==> src/rtl/gas_ctrl_pkg.sv <==
// Shared types and defaults for the gas alarm controller: state codes, level width, actuator decode.
// Pure declarations; no latency, no backpressure.
package gas_ctrl_pkg;

  localparam int LVL_W         = 3;
  localparam int WARN_LVL_DEF  = 3;
  localparam int ALARM_LVL_DEF = 5;

  typedef logic [LVL_W-1:0] lvl_t;

  typedef enum logic [1:0] {
    SAFE  = 2'd0,
    WARN  = 2'd1,
    ALARM = 2'd2,
    VENT  = 2'd3
  } gas_state_e;

  typedef struct packed {
    logic buzzer;
    logic fan_on;
    logic valve_close;
  } act_t;

  function automatic act_t decode_act(input gas_state_e s);
    act_t a;
    a = '0;
    case (s)
      WARN:    a = '{buzzer: 1'b0, fan_on: 1'b1, valve_close: 1'b0};
      ALARM:   a = '{buzzer: 1'b1, fan_on: 1'b1, valve_close: 1'b1};
      VENT:    a = '{buzzer: 1'b0, fan_on: 1'b1, valve_close: 1'b1};
      default: a = '0;
    endcase
    return a;
  endfunction

endpackage

==> src/rtl/gas_level_max.sv <==
// Highest detector level across all rooms and its room index; ties resolve to the lowest index.
// Combinational, zero latency; no backpressure.
module gas_level_max
  import gas_ctrl_pkg::*;
#(
  parameter int N_ROOMS = 4,
  parameter int RW      = (N_ROOMS > 1) ? $clog2(N_ROOMS) : 1
) (
  input  logic [LVL_W*N_ROOMS-1:0] lvl,
  output logic [LVL_W-1:0]         max_lvl,
  output logic [RW-1:0]            max_room
);

  always_comb begin
    max_lvl  = '0;
    max_room = '0;
    // Strict greater-than keeps the earliest room on a tie.
    for (int i = 0; i < N_ROOMS; i++) begin
      if (lvl[LVL_W*i +: LVL_W] > max_lvl) begin
        max_lvl  = lvl[LVL_W*i +: LVL_W];
        max_room = RW'(i);
      end
    end
  end

endmodule

==> src/rtl/gas_alarm_controller.sv <==
// Gas alarm sequencer: registered room-level max feeds a SAFE/WARN/ALARM/VENT FSM driving actuators.
// Level change reaches max_lvl in 1 edge and state in 2 edges; no backpressure, ack is a level-sampled pulse.
module gas_alarm_controller
  import gas_ctrl_pkg::*;
#(
  parameter int  N_ROOMS   = 4,
  parameter int  WARN_LVL  = WARN_LVL_DEF,
  parameter int  ALARM_LVL = ALARM_LVL_DEF,
  parameter int  HOLD_CYC  = 16,
  localparam int RW        = (N_ROOMS > 1) ? $clog2(N_ROOMS) : 1
) (
  input  logic                     clk,
  input  logic                     arst,
  input  logic [LVL_W*N_ROOMS-1:0] lvl,
  input  logic                     ack,
  output logic [1:0]               state,
  output logic [LVL_W-1:0]         max_lvl,
  output logic [RW-1:0]            max_room,
  output logic [RW-1:0]            alarm_room,
  output logic                     buzzer,
  output logic                     fan_on,
  output logic                     valve_close
);

  localparam int             CW       = (HOLD_CYC > 1) ? $clog2(HOLD_CYC) : 1;
  localparam lvl_t           WARN_L   = lvl_t'(WARN_LVL);
  localparam lvl_t           ALARM_L  = lvl_t'(ALARM_LVL);
  localparam logic [CW-1:0]  CNT_LAST = CW'(HOLD_CYC - 1);

  lvl_t          cmb_lvl;
  logic [RW-1:0] cmb_room;
  gas_state_e    st, st_nxt;
  logic [CW-1:0] cnt, cnt_nxt;
  logic          lvl_hi, lvl_mid;
  act_t          act;

  gas_level_max #(.N_ROOMS(N_ROOMS), .RW(RW)) u_max (
    .lvl      (lvl),
    .max_lvl  (cmb_lvl),
    .max_room (cmb_room)
  );

  always_ff @(posedge clk or negedge arst) begin
    if (!arst) begin
      st         <= SAFE;
      max_lvl    <= '0;
      max_room   <= '0;
      alarm_room <= '0;
      cnt        <= '0;
    end else begin
      st       <= st_nxt;
      max_lvl  <= cmb_lvl;
      max_room <= cmb_room;
      cnt      <= cnt_nxt;
      // Latch the offending room only on entry, so it survives VENT and SAFE.
      if (st_nxt == ALARM && st != ALARM) alarm_room <= max_room;
    end
  end

  assign lvl_hi  = (max_lvl >= ALARM_L);
  assign lvl_mid = (max_lvl >= WARN_L);

  always_comb begin
    st_nxt  = st;
    cnt_nxt = '0;
    case (st)
      SAFE: begin
        if (lvl_hi)       st_nxt = ALARM;
        else if (lvl_mid) st_nxt = WARN;
      end
      WARN: begin
        if (lvl_hi)        st_nxt = ALARM;
        else if (!lvl_mid) st_nxt = SAFE;
      end
      ALARM: begin
        if (ack && !lvl_mid) st_nxt = VENT;
      end
      VENT: begin
        // Any non-clean sample restarts the hold window from zero.
        if (lvl_hi)               st_nxt = ALARM;
        else if (lvl_mid)         cnt_nxt = '0;
        else if (cnt == CNT_LAST) st_nxt = SAFE;
        else                      cnt_nxt = cnt + CW'(1);
      end
      default: st_nxt = SAFE;
    endcase
  end

  assign act         = decode_act(st);
  assign state       = st;
  assign buzzer      = act.buzzer;
  assign fan_on      = act.fan_on;
  assign valve_close = act.valve_close;

endmodule

==> config.mk <==
export PLATFORM = sky130hd
export DESIGN_NAME = gas_alarm_controller
export DESIGN_NICKNAME = d
export VERILOG_FILES = /design/src/rtl/gas_ctrl_pkg.sv /design/src/rtl/gas_level_max.sv /design/src/rtl/gas_alarm_controller.sv
export SDC_FILE = /design/constraint.sdc
export NUM_CORES = 1
export LEC_CHECK = 0
export ABC_AREA = 1
export CAP_MARGIN = 5
export CORE_MARGIN = 8
export CORE_UTILIZATION = 51
export CTS_CLUSTER_DIAMETER = 120
export CTS_CLUSTER_SIZE = 16
export DETAILED_ROUTE_END_ITERATION = 12
export PLACE_DENSITY_LB_ADDON = 0.05
export SETUP_SLACK_MARGIN = 0.15
export SLEW_MARGIN = 25
export SYNTH_ARGS = -nofsm -noshare
export SYNTH_HDL_FRONTEND = slang
export SYNTH_HIERARCHICAL = 1
export SYNTH_SLANG_ARGS = --single-unit
export TNS_END_PERCENT = 20
==> constraint.sdc <==
create_clock -name clk -period 3.5 [get_ports clk]
set_clock_uncertainty 0.05 [all_clocks]
set_input_delay 0.875 -clock clk [delete_from_list [all_inputs] [get_ports clk]]
set_output_delay 0.875 -clock clk [all_outputs]
set_load 0.02 [all_outputs]
After elaboration in Yosys (flattened, before gate mapping)
Index checks and enable logic that the tools add are counted.
- flip-flop bits (word level): 13
- input bits: 15
- output and inout bits: 12
- logic and storage cells: 43
- $add $sub $neg: 1
- order comparisons: 6
- equal/unequal tests: 6
- multiplexer cells: 21
- reductions and logical operators: 4
- operator list (operator ; count):
    two-way mux 2 bit ; 10
    two-way mux 4 bit ; 4
    two-way mux 3 bit ; 4
    > comparator 3 bit ; 3
    one-hot mux 3 bit (3 select lines) ; 1
    one-hot mux 2 bit (4 select lines) ; 1
    equality test 2 bit (second input constant) ; 3
    adder 4 x 1 -> 4 bit (second input constant) ; 1
    equality test 4 bit (second input constant) ; 1
    greater-or-equal comparator 3 x 2 -> 1 bit (second input constant) ; 1
    greater-or-equal comparator 3 bit (second input constant) ; 1
    > comparator 3 x 1 -> 1 bit (second input constant) ; 1
    equality test 2 x 1 -> 1 bit (second input constant) ; 1
    logical AND 1 bit ; 2
    zero test 2 bit ; 1
    inequality test 2 bit (second input constant) ; 1
    zero test 1 bit ; 1
    two-way mux 1 bit ; 1

Longest topological paths before layout
Gate-level depths: netlist of run 1.
- depth after elaboration: 8
- depth in mapped cells: 22

Modules after synthesis
The synthesis of run 1 kept the hierarchy.
- by module, submodules not included (module ; instances ; cells each ; area an instance (um^2) ; seq. area each (um^2)):
    gas_alarm_controller ; 1 ; 55 ; 564.3 ; 325.3
    gas_level_max ; 1 ; 64 ; 412.9 ; 0.0

Worst setup path before layout of run 1
No wires, ideal clock.
- path type: input to register
- start point: input port lvl[2]
- end point: register max_lvl[0]
- arrival: 3205 ps
- data required time: 3333 ps
- slack: 127 ps
- cell stages on the path: 20
- path through: inv_1 ha_1 a21oi_2 nand2_2 nand2_2 nand2_2 nand2_1 inv_1 ha_1 nand2_2 o21ai_4 nand3b_1 nand2_1 ha_1 a21oi_1 o21ai_1 o21ai_2 inv_1 nand2_1 nand2_1
- cells in the longest elaborated chain, start to end: 8
- RTL lines (what ; line ; source):
    start: declaration ; gas_alarm_controller.sv:14 ; input logic [LVL_W*N_ROOMS-1:0] lvl,
    > comparator 3 x 1 -> 1 bit ; gas_level_max.sv:19 ; if (lvl[LVL_W*i +: LVL_W] > max_lvl) begin
    two-way mux 3 bit * ; gas_level_max.sv:19 ;
    > comparator 3 bit ; gas_level_max.sv:19 ;
    two-way mux 3 bit * ; gas_level_max.sv:19 ;
    > comparator 3 bit ; gas_level_max.sv:19 ;
    two-way mux 3 bit * ; gas_level_max.sv:19 ;
    > comparator 3 bit ; gas_level_max.sv:19 ;
    two-way mux 3 bit * ; gas_level_max.sv:19 ;
    via cmb_lvl[0] ; gas_alarm_controller.sv:30 ; lvl_t cmb_lvl;
    end signal: assignment ; gas_alarm_controller.sv:52 ; max_lvl <= cmb_lvl;
    end: declaration ; gas_alarm_controller.sv:17 ; output logic [LVL_W-1:0] max_lvl,
The timed path passes the listed nets; every way through them passes the cells marked *.
A chain may end at the register's enable or synchronous reset.

Final worst setup path of run 1
Ends and elaborated chain as after synthesis.

==> results of run 1 <==
==> placed cells by master, fill, tap and decap left out <==
cell,synthesis,final
buf_4,0,39
nand3_1,15,8
or2_1,1,1
nand2_4,1,7
or2_2,1,1
clkdlybuf4s50_1,0,20
ha_1,10,2
nand2_2,5,4
nand3b_1,2,2
dfrtp_1,13,13
ha_2,0,1
inv_1,12,7
a21oi_2,3,2
nor2_4,1,1
inv_2,2,6
o21ai_4,1,1
nand3_2,3,8
buf_8,0,1
and2_4,0,2
clkbuf_2,0,4
o21ai_2,1,2
inv_4,0,1
nor2_8,1,1
xor2_1,1,1
nand2_1,28,23
a21oi_4,1,3
nor3b_1,1,1
nor2_2,2,2
clkbuf_4,0,3
clkbuf_1,1,1
buf_6,0,4
nand3_4,0,2
nor2_1,7,7
nor3_1,1,1
ha_4,0,7
==> sequential cells by signal, summed over array words and instances, names as in the netlist <==
register,cells
alarm_room,2
state,2
cnt,4
max_lvl,3
max_room,2
==> per-layer routing <==
metal	part of all wire	GRT usage	vias up
li1	-	-	529
met1	0.36	0.224	611
met2	0.48	0.400	105
met3	0.081	0.0430	36
met4	0.076	0.133	0
met5	0	0	-
==> what timing repair did <==
action | CTS | global route
pin swaps | 13 | 22
hold buffers | 0 | 0
gates resized for setup | 35 | 32
setup buffers | 20 | 3
setup endpoints to repair | 5 | 5
==> cells in the mapped netlist, drive strengths merged <==
| cell | n |
|---|---|
| clkbuf | 1 |
| xor2 | 1 |
| o21ai | 3 |
| nand2 | 34 |
| dlygate4sd1 | 1 |
| nor3b | 1 |
| nor3 | 1 |
| nand3 | 18 |
| nand3b | 2 |
| ha | 10 |
| a21oi | 5 |
| inv | 14 |
| or2 | 2 |
| dfrtp | 13 |
| nor2 | 11 |
| and2 | 2 |
==> kinds of logic after synthesis <==
logic type                 after synthesis
AOI/OAI and AO/OA                        8
xor gates and xnor gates                 1
adders and majority gates               10
buffers and inverters                   16
DFF                                     13
and+or+nand+nor                         71
==> area by class of cell <==
class	instances	share of cell area
sequential	13	0.180
tap	27	0.0187
inverter	14	0.0304
timing repair buffer	68	0.317
multi-input combinational	90	0.440
clock buffer	4	0.0145
==> path summary, 6_finish.rpt <==
check	start	endpoint	slack (ps)	cells after the start
max	lvl[2]	max_lvl[0]$_DFF_PN0_	-150	21
min	cnt[0]$_DFF_PN0_	cnt[0]$_DFF_PN0_	440	1
max reg2reg	cnt[0]$_DFF_PN0_	alarm_room[0]$_DFFE_PN0P_	1640	10
min reg2reg	cnt[0]$_DFF_PN0_	cnt[0]$_DFF_PN0_	440	1
max in group asynchronous	arst	cnt[3]$_DFF_PN0_	2120	1
min in group asynchronous	arst	state[1]$_DFF_PN0_	900	1
==> power breakdown <==
group / total [mW] / switching [mW] / internal [mW]
Combinational: 0.749 / 0.416 / 0.332
Clock: 0.0967 / 0.0524 / 0.0443
Sequential: 0.271 / 0.0695 / 0.202
Total: 1.12 / 0.538 / 0.578
==> per-stage QoR <==
| stage | cell area (sq um) | total power, mW | hold WS (ps) | utilization | TNS [ps] |
|---|---|---|---|---|---|
| 2_1_floorplan | 990 | 0.557 | 380 | - | 0 |
| 3_3_place_gp | 1410 | 0.754 | 394 | 0.751 | -2220 |
| 3_5_place_dp | 1410 | 0.768 | 401 | 0.751 | -2730 |
| 4_1_cts | 1710 | 0.943 | 411 | 0.911 | 0 |
| 5_1_grt | 1810 | 1.17 | 468 | 0.962 | -710 |
| 6_report | 1810 | 1.12 | 442 | 0.962 | -385 |
==> results.json, run 1 <==
{
  "status": "complete, but fails checks",
  "violations": "setup timing",
  "setup_viol": 5,
  "yosys.area_share.adder": 0.128,
  "hold_viol": 0,
  "nNetsFinal": 215,
  "syn_inst": 119,
  "synth_top_area_frac": 0.333,
  "root_buffer": "clkbuf_4",
  "dpl.hpwl_mm": 1.78,
  "grt_pass1_vias": 1254,
  "cts_num_sinks": 13,
  "synth_top_family_by_area": "simple AND/OR/NAND/NOR gates",
  "cp.buffers_inverters": 6,
  "maxCapViolCount": 0,
  "port_buffers": 26,
  "path_delay_family": "simple AND/OR/NAND/NOR gates",
  "area_growth_pct": 85.3,
  "dpl.cell_count": 189,
  "crit_path_end_kind": "flip-flop",
  "setup_ws_ps": -152,
  "start_kind": "input pin",
  "ir_drop_mv": 0.449,
  "grt_use_total": 0.220,
  "grt-ovfl-total": 0,
  "final_layout_size_suffix_gt1_frac": 0.540,
  "synth.net_count": 144,
  "core_area_sq_um": 1880,
  "io_pins": 27,
  "dr.pass1.iters": 4,
  "netlist_top_cells_area": "dfrtp_1, ha_1, nand2_1",
  "syn_avg_cell_area_sq_um": 8.21,
  "power.density_nw_per_um2": 617,
  "vias": 1281,
  "synthMuxAreaShare": 0,
  "insertedDiodeCount": 0,
  "place_congestion": 0.793,
  "regArea_sq_um": 325,
  "cts_tree": "done",
  "ant_nets": 0,
  "synth_compound_area_frac": 0.0794,
  "yosys.area.top_type": "dfrtp_1",
  "fin_crit_sh": 1.04,
  "worst-endpoint-arrival_ps": 3750,
  "initial_core_util": 0.519,
  "finalCriticalPeriod_ps": 3650,
  "max_freq_ghz": 0.274,
  "clkTransAtPathRegs_ps": 90,
  "crit_top_cell": "nand2_4",
  "yosysUniqueCellTypes": 28,
  "numCtsBuffers": 3,
  "final_cells": 216,
  "ys_warn_count": 6,
  "grt_antenna_before_repair": 0,
  "drt_wl_total_mm": 5.15,
  "cpMaxStageDelayCell": "ha_4",
  "die_width_um": 59.8,
  "slew_headroom": 0.619,
  "slew_violations": 0,
  "place_ws_ps": -582,
  "cp.required_ps": 3600,
  "seq_area_frac_synth": 0.333,
  "h-tree-depth": 1,
  "cts_buffer_depth": 2,
  "netlist_area_sq_um": 977,
  "worst_hold_path_type": "flip-flop to flip-flop",
  "synthXorXnorAreaFrac": 0.00896,
  "leakagePower_nw": 0.877,
  "max_stage_delay_ps": 280,
  "die_y_um": 59.8,
  "crit_chain": "buf_8 > inv_4 > ha_4 > a21oi_4 > nand2_4 > nand2_4 > nand2_4 > nand2_2 > inv_2 > ha_4 > nand2_4 > o21ai_4 > buf_6 > nand3_1 > and2_4 > ha_1 > inv_1 > o21ai_2 > inv_1 > nand2_1 > nand2_1",
  "grt_start_max_net_pins": 14,
  "drc": 0,
  "synth-simple-area-share": 0.384,
  "via_per_inst": 5.93,
  "rsz0062_at_grt": "yes",
  "path_max_fanout": 5,
  "drt_iter0_drc": 87,
  "design.die.area_sq_um": 3570,
  "rows": 16,
  "grt_pass1_wl_mm": 5.86,
  "multi_input_comb_area_sq_um": 797,
  "worstMarginPinSlew_ps": 569,
  "nFillCells": 41,
  "setup.worst_path.class": "input pin to flip-flop",
  "synth_seq_cells": 13,
  "insertion_delay_ps": 290,
  "wire_per_inst_um": 23.8
}
Power figures use the tool's default switching activity.
==> run 2, diff against run 1 <==
--- a/config.mk
+++ b/config.mk
@@ -5,10 +5,9 @@
 export SDC_FILE = /design/constraint.sdc
 export NUM_CORES = 1
 export LEC_CHECK = 0
-export ABC_AREA = 1
 export CAP_MARGIN = 5
 export CORE_MARGIN = 8
-export CORE_UTILIZATION = 51
+export CORE_UTILIZATION = 50
 export CTS_CLUSTER_DIAMETER = 120
 export CTS_CLUSTER_SIZE = 16
 export DETAILED_ROUTE_END_ITERATION = 12
@@ -17,6 +16,5 @@
 export SLEW_MARGIN = 25
 export SYNTH_ARGS = -nofsm -noshare
 export SYNTH_HDL_FRONTEND = slang
-export SYNTH_HIERARCHICAL = 1
 export SYNTH_SLANG_ARGS = --single-unit
 export TNS_END_PERCENT = 20
==> results.json, run 2 <==
{
  "status": "complete, but fails checks",
  "violations": "setup timing",
  "regArea_sq_um": 325,
  "finalPower_mw": 0.847,
  "ctsHoldBuffers": 0,
  "grt_pass1_vias": 972,
  "synth_edf_count": 0,
  "multi_input_comb_area_sq_um": 648,
  "h-tree-depth": 1,
  "dpl.cell_count": 159,
  "insertion_delay_ps": 260,
  "place_congestion": 0.808,
  "leakagePower_nw": 0.637,
  "rsz0062_at_grt": "yes",
  "setup_viol": 5,
  "max_stage_delay_ps": 340,
  "area_growth_pct": 55.1,
  "start_kind": "input pin",
  "grt_antenna_before_repair": 0,
  "worstMarginPinSlew_ps": 564,
  "via_per_inst": 5.43,
  "cp.required_ps": 3600,
  "path_max_fanout": 7,
  "clkTransAtPathRegs_ps": 70,
  "dr.pass1.iters": 4,
  "root_buffer": "clkbuf_4",
  "drt_iter0_drc": 23,
  "final_common_cell": "clkdlybuf4s50_1",
  "synth.net_count": 123,
  "ir_drop_mv": 0.402,
  "yosysUniqueCellTypes": 33,
  "drc": 0,
  "reg.largest.list": "cnt (4), max_lvl (3)",
  "nNetsFinal": 167,
  "core_area_sq_um": 1750,
  "fin_crit_sh": 1.11,
  "setup_ws_ps": -401,
  "crit_path_end_kind": "flip-flop",
  "synth_most_common_cell": "dfrtp_1",
  "slew_violations": 0,
  "worst-endpoint-arrival_ps": 4000,
  "max_freq_ghz": 0.256,
  "dpl.hpwl_mm": 1.95,
  "finalCriticalPeriod_ps": 3900,
  "insertedDiodeCount": 0,
  "crit_chain": "buf_2 > ha_4 > nand3b_1 > a32oi_2 > mux2_4 > inv_2 > ha_4 > and3b_2 > o21ai_4 > buf_6 > mux2_4 > ha_4 > a31oi_4 > a21boi_2 > a221o_1",
  "drt_wl_total_mm": 2.31,
  "cts_buffer_depth": 2,
  "place_ws_ps": -1140,
  "wire_per_inst_um": 13.9,
  "grt_use_total": 0.147,
  "initial_core_util": 0.533,
  "largest_register": "cnt",
  "synth_seq_cells": 13,
  "synthFlopType": "dfrtp_1",
  "netlist_top_cells_area": "dfrtp_1, ha_1, inv_1",
  "cts_num_sinks": 13,
  "syn_inst": 98,
  "largest_register_ffs": 4,
  "final_layout_size_suffix_gt1_frac": 0.348,
  "vias": 901,
  "cts_tree": "done",
  "power.density_nw_per_um2": 587,
  "port_buffers": 26,
  "seq_area_frac_synth": 0.349,
  "synthArstFlopShare": 1.00,
  "design.die.area_sq_um": 3500,
  "slew_headroom": 0.623,
  "numCtsBuffers": 3,
  "maxCapViolCount": 0,
  "nFillCells": 112,
  "setup.worst_path.class": "input pin to flip-flop",
  "rows": 15,
  "ys_warn_count": 0,
  "worst_hold_path_type": "flip-flop to flip-flop",
  "syn_avg_cell_area_sq_um": 9.50,
  "die_y_um": 59.2,
  "yosys.area.top_type": "dfrtp_1",
  "grt_start_max_net_pins": 14,
  "synth_top_area_frac": 0.349,
  "ant_nets": 0,
  "crit_top_cell": "ha_4",
  "grt_pass1_wl_mm": 4.05,
  "io_pins": 27,
  "final_cells": 166,
  "hold_viol": 0,
  "ys_top_cells_by_count": "dfrtp_1, inv_1, ha_1",
  "grt-ovfl-total": 0,
  "netlist_area_sq_um": 931,
  "cpMaxStageDelayCell": "mux2_4",
  "die_width_um": 59.2,
  "final_cell_mix": "clkdlybuf4s50_1, buf_4, dfrtp_1"
}
==> run 2: cell types whose count changed in the layout (fill, tap and decap cells not counted), sizes merged, moves of 2 or more <==
cell,change
clkbuf,-4
nand2,-28
o21ai,+2
a211o,+2
buf,-23
a211oi,+2
a21oi,+4
mux2,+5
nand3,-14
nor2,-4
a221o,+2
a22o,+2
o22a,+2
inv,-3
==> run 2: critical path: cells and delay by family <==
family,cells,cell delay [ps]
buffers and inverters,3,310
multiplexers,2,640
AND/OR/NAND/NOR,2,340
AO/OA/AOI/OAI,5,1150
adder cells (fa/ha/maj),3,690
==> run 2: final timing paths <==
path	startpoint	to	cells after the start	slack, ps
worst max-delay path	lvl[4]	max_lvl[1]$_DFF_PN0_	15	-400
min in group asynchronous	arst	cnt[3]$_DFF_PN0_	1	920
max in group asynchronous	arst	alarm_room[1]$_DFFE_PN0P_	1	2110
worst min-delay path	cnt[0]$_DFF_PN0_	cnt[0]$_DFF_PN0_	1	450
worst max register to register	state[1]$_DFF_PN0_	alarm_room[0]$_DFFE_PN0P_	3	2160
worst min register to register	cnt[0]$_DFF_PN0_	cnt[0]$_DFF_PN0_	1	450
==> run 2: cell type report <==
type                       count  share of cell area
multi-input combinational     72               0.449
sequential                    13               0.225
clock buffer                   4              0.0182
tap                           25              0.0217
inverter                      11              0.0303
timing repair buffer          41               0.256
==> run 2: power breakdown <==
part           leakage, nW  total, mW  internal, mW  switching (mW)
clock network       0.0150     0.0880        0.0440          0.0440
registers            0.157      0.247         0.202          0.0451
logic                0.465      0.512         0.265           0.247
total                0.637      0.847         0.510           0.337
==> run 2: repair_timing <==
action,in CTS,in global routing
buffers inserted,2,1
setup endpoints to repair,5,5
pin swaps,12,6
gates resized for setup,31,3
==> run 2: stage by stage <==
stage               hold WS [ps]  utilization  TNS (ps)  area (sq um)
floorplan                    409            -     -1650          1020
global placement             432        0.796     -4870          1390
detailed placement           440        0.796     -5150          1390
CTS                          449        0.817     -1450          1430
global route                 468        0.827     -1990          1440
finish                       454        0.827     -1400          1440
==> run 2: routing by layer <==
layer | up-vias | GRT usage | share of wire
met5 | - | 0 | 0
li1 | 441 | - | -
met1 | 422 | 0.154 | 0.39
met2 | 34 | 0.263 | 0.55
met3 | 4 | 0.0195 | 0.042
met4 | 0 | 0.102 | 0.020
==> run 2: cell families after synthesis <==
logic type	Yosys count	synth area share
AOI/OAI and AO/OA	29	0.234
and+or+nand+nor	27	0.152
buffers and inverters	13	0.0524
DFF	13	0.349
adders and majority gates	10	0.134
muxes	5	0.0685
xor gates and xnor gates	1	0.00941
==> run 3, diff against run 2 <==
--- a/config.mk
+++ b/config.mk
@@ -7,7 +7,8 @@
 export LEC_CHECK = 0
 export CAP_MARGIN = 5
 export CORE_MARGIN = 8
-export CORE_UTILIZATION = 50
+export CORE_UTILIZATION = 52
+export CTS_BUF_LIST = sky130_fd_sc_hd__clkbuf_8
 export CTS_CLUSTER_DIAMETER = 120
 export CTS_CLUSTER_SIZE = 16
 export DETAILED_ROUTE_END_ITERATION = 12
==> results.json, run 3 (same netlist as run 2, synthesis figures left out) <==
{
  "power.density_nw_per_um2": 612,
  "setup_ws_ps": -595,
  "final_area_sq_um": 1530,
  "grt_pass1_vias": 933,
  "vias": 995,
  "drc": 0,
  "ir_drop_mv": 0.426,
  "crit_chain": "buf_8 > inv_4 > ha_4 > nand3b_1 > buf_4 > and3_2 > a21oi_1 > ha_1 > a21oi_2 > nand2_1 > a211o_1 > o21ai_0 > ha_1 > nor2_1 > a31oi_4 > and2_4 > a221o_1",
  "drt_iter0_drc": 48,
  "cts_num_sinks": 13,
  "hold_depth": 1,
  "dr.pass1.iters": 4,
  "hold_viol": 0,
  "drt_wl_total_mm": 3.27,
  "use_met3": 0.0391,
  "crit_path_end_kind": "flip-flop",
  "worstMarginPinSlew_ps": 541,
  "insertion_delay_ps": 240,
  "largest_register": "cnt",
  "worst-endpoint-arrival_ps": 4170,
  "ant_nets": 0,
  "slew_violations": 0,
  "max_stage_delay_ps": 340,
  "grt_busiest_layer": "met2",
  "port_buffers": 26,
  "largest_register_ffs": 4,
  "grt_pass1_wl_mm": 4.11,
  "area_growth_pct": 64.2,
  "cts_tree": "done",
  "setup_viol": 5,
  "met2_usage": 0.247,
  "leakagePower_nw": 0.680,
  "grt_start_max_net_pins": 14,
  "grt_use_total": 0.156,
  "design.die.area_sq_um": 3400,
  "max_freq_ghz": 0.244,
  "rsz0062_at_grt": "yes",
  "die_y_um": 58.3,
  "nNetsFinal": 172,
  "clkTransAtPathRegs_ps": 50,
  "nFillCells": 75,
  "initial_core_util": 0.545,
  "r2r_setup_slack_ps": 2110,
  "final_layout_size_suffix_gt1_frac": 0.384,
  "h-tree-depth": 1,
  "via_per_inst": 5.82,
  "use_met1": 0.172,
  "place_congestion": 0.830,
  "r2r_end": "state[0]$_DFF_PN0_",
  "cp.required_ps": 3580,
  "violations": "setup timing",
  "regArea_sq_um": 325,
  "cpMaxStageDelayCell": "ha_1",
  "min_to": "cnt[0]$_DFF_PN0_",
  "start_kind": "input pin",
  "reg2regPathDepth": 5,
  "die_width_um": 58.3,
  "grt_antenna_before_repair": 0,
  "crit_top_cell": "ha_1",
  "reg.largest.list": "cnt (4), max_lvl (3)",
  "numCtsBuffers": 3,
  "final_cell_mix": "clkdlybuf4s50_1, buf_4, dfrtp_1",
  "grt-ovfl-total": 0,
  "worstReg2RegStart": "cnt[0]$_DFF_PN0_",
  "worst_hold_path_type": "flip-flop to flip-flop",
  "finalCriticalPeriod_ps": 4100,
  "final_common_cell": "clkdlybuf4s50_1",
  "finalPower_mw": 0.936,
  "dpl.hpwl_mm": 1.96,
  "setup.worst_path.class": "input pin to flip-flop",
  "tns_ps": -2490,
  "rows": 15,
  "multi_input_comb_area_sq_um": 658,
  "placed_area_sq_um": 1420,
  "cts_buffer_depth": 2,
  "path_max_fanout": 6,
  "status": "complete, but fails checks",
  "root_buffer": "clkbuf_8",
  "maxCapViolCount": 0,
  "hold_start": "cnt[0]$_DFF_PN0_",
  "insertedDiodeCount": 0,
  "core_area_sq_um": 1710,
  "slew_headroom": 0.638,
  "fin_crit_sh": 1.17,
  "wire_per_inst_um": 19.1,
  "io_pins": 27
}
==> run 3: layout make-up <==
class	instances	area share
Clock buffer	3	0.0270
Multi-Input combinational cell	72	0.430
Tap cell	25	0.0205
Clock inverter	1	0.00245
Timing Repair Buffer	46	0.277
Inverter	11	0.0303
Sequential cell	13	0.213
==> run 3: per-layer routing <==
metal | routed length, um | vias up
met5 | 0 | -
met4 | 112 | 0
met3 | 249 | 9
met2 | 1700 | 60
met1 | 1210 | 472
li1 | - | 454
==> run 3: timing repair <==
action / 4_1_cts / 5_1_grt
endpoints found under the setup margin: 5 / 5
buffers inserted: 2 / 2
pin swaps: 11 / 8
resized for setup: 33 / 8
hold buffers: 0 / 0
==> run 3: how the worst max path moves through the flow <==
stage                       from                    to  slack (ps)
final                     lvl[2]  max_lvl[0]$_DFF_PN0_        -600
after global routing      lvl[2]  max_lvl[0]$_DFF_PN0_        -620
after CTS                 lvl[2]  max_lvl[0]$_DFF_PN0_        -330
after detailed placement  lvl[2]  max_lvl[1]$_DFF_PN0_       -1050
after global placement    lvl[2]  max_lvl[0]$_DFF_PN0_        -940
after floorplan           lvl[0]  max_lvl[0]$_DFF_PN0_        -460
==> run 3: power breakdown <==
group          switching, mW  total [mW]  internal (mW)  leakage [nW]
sequential            0.0446       0.247          0.203         0.157
clock                 0.0512       0.129         0.0773        0.0269
combinational          0.275       0.560          0.284         0.497
==> run 3: through the flow <==
step	util	setup WS (ps)	hold WS (ps)	cells
after floorplan	-	-459	409	98
final	0.895	-595	468	171
after detailed placement	0.832	-1050	447	163
after CTS	0.869	-333	449	169
after global routing	0.895	-620	485	171
after global placement	0.832	-938	425	163
==> run 3: critical path, delay by kind of cell <==
kind	cells	cell delay [ps]
buffers and inverters	3	290
AO/OA/AOI/OAI	6	1220
AND/OR/NAND/NOR	5	840
adder cells (fa/ha/maj)	3	950
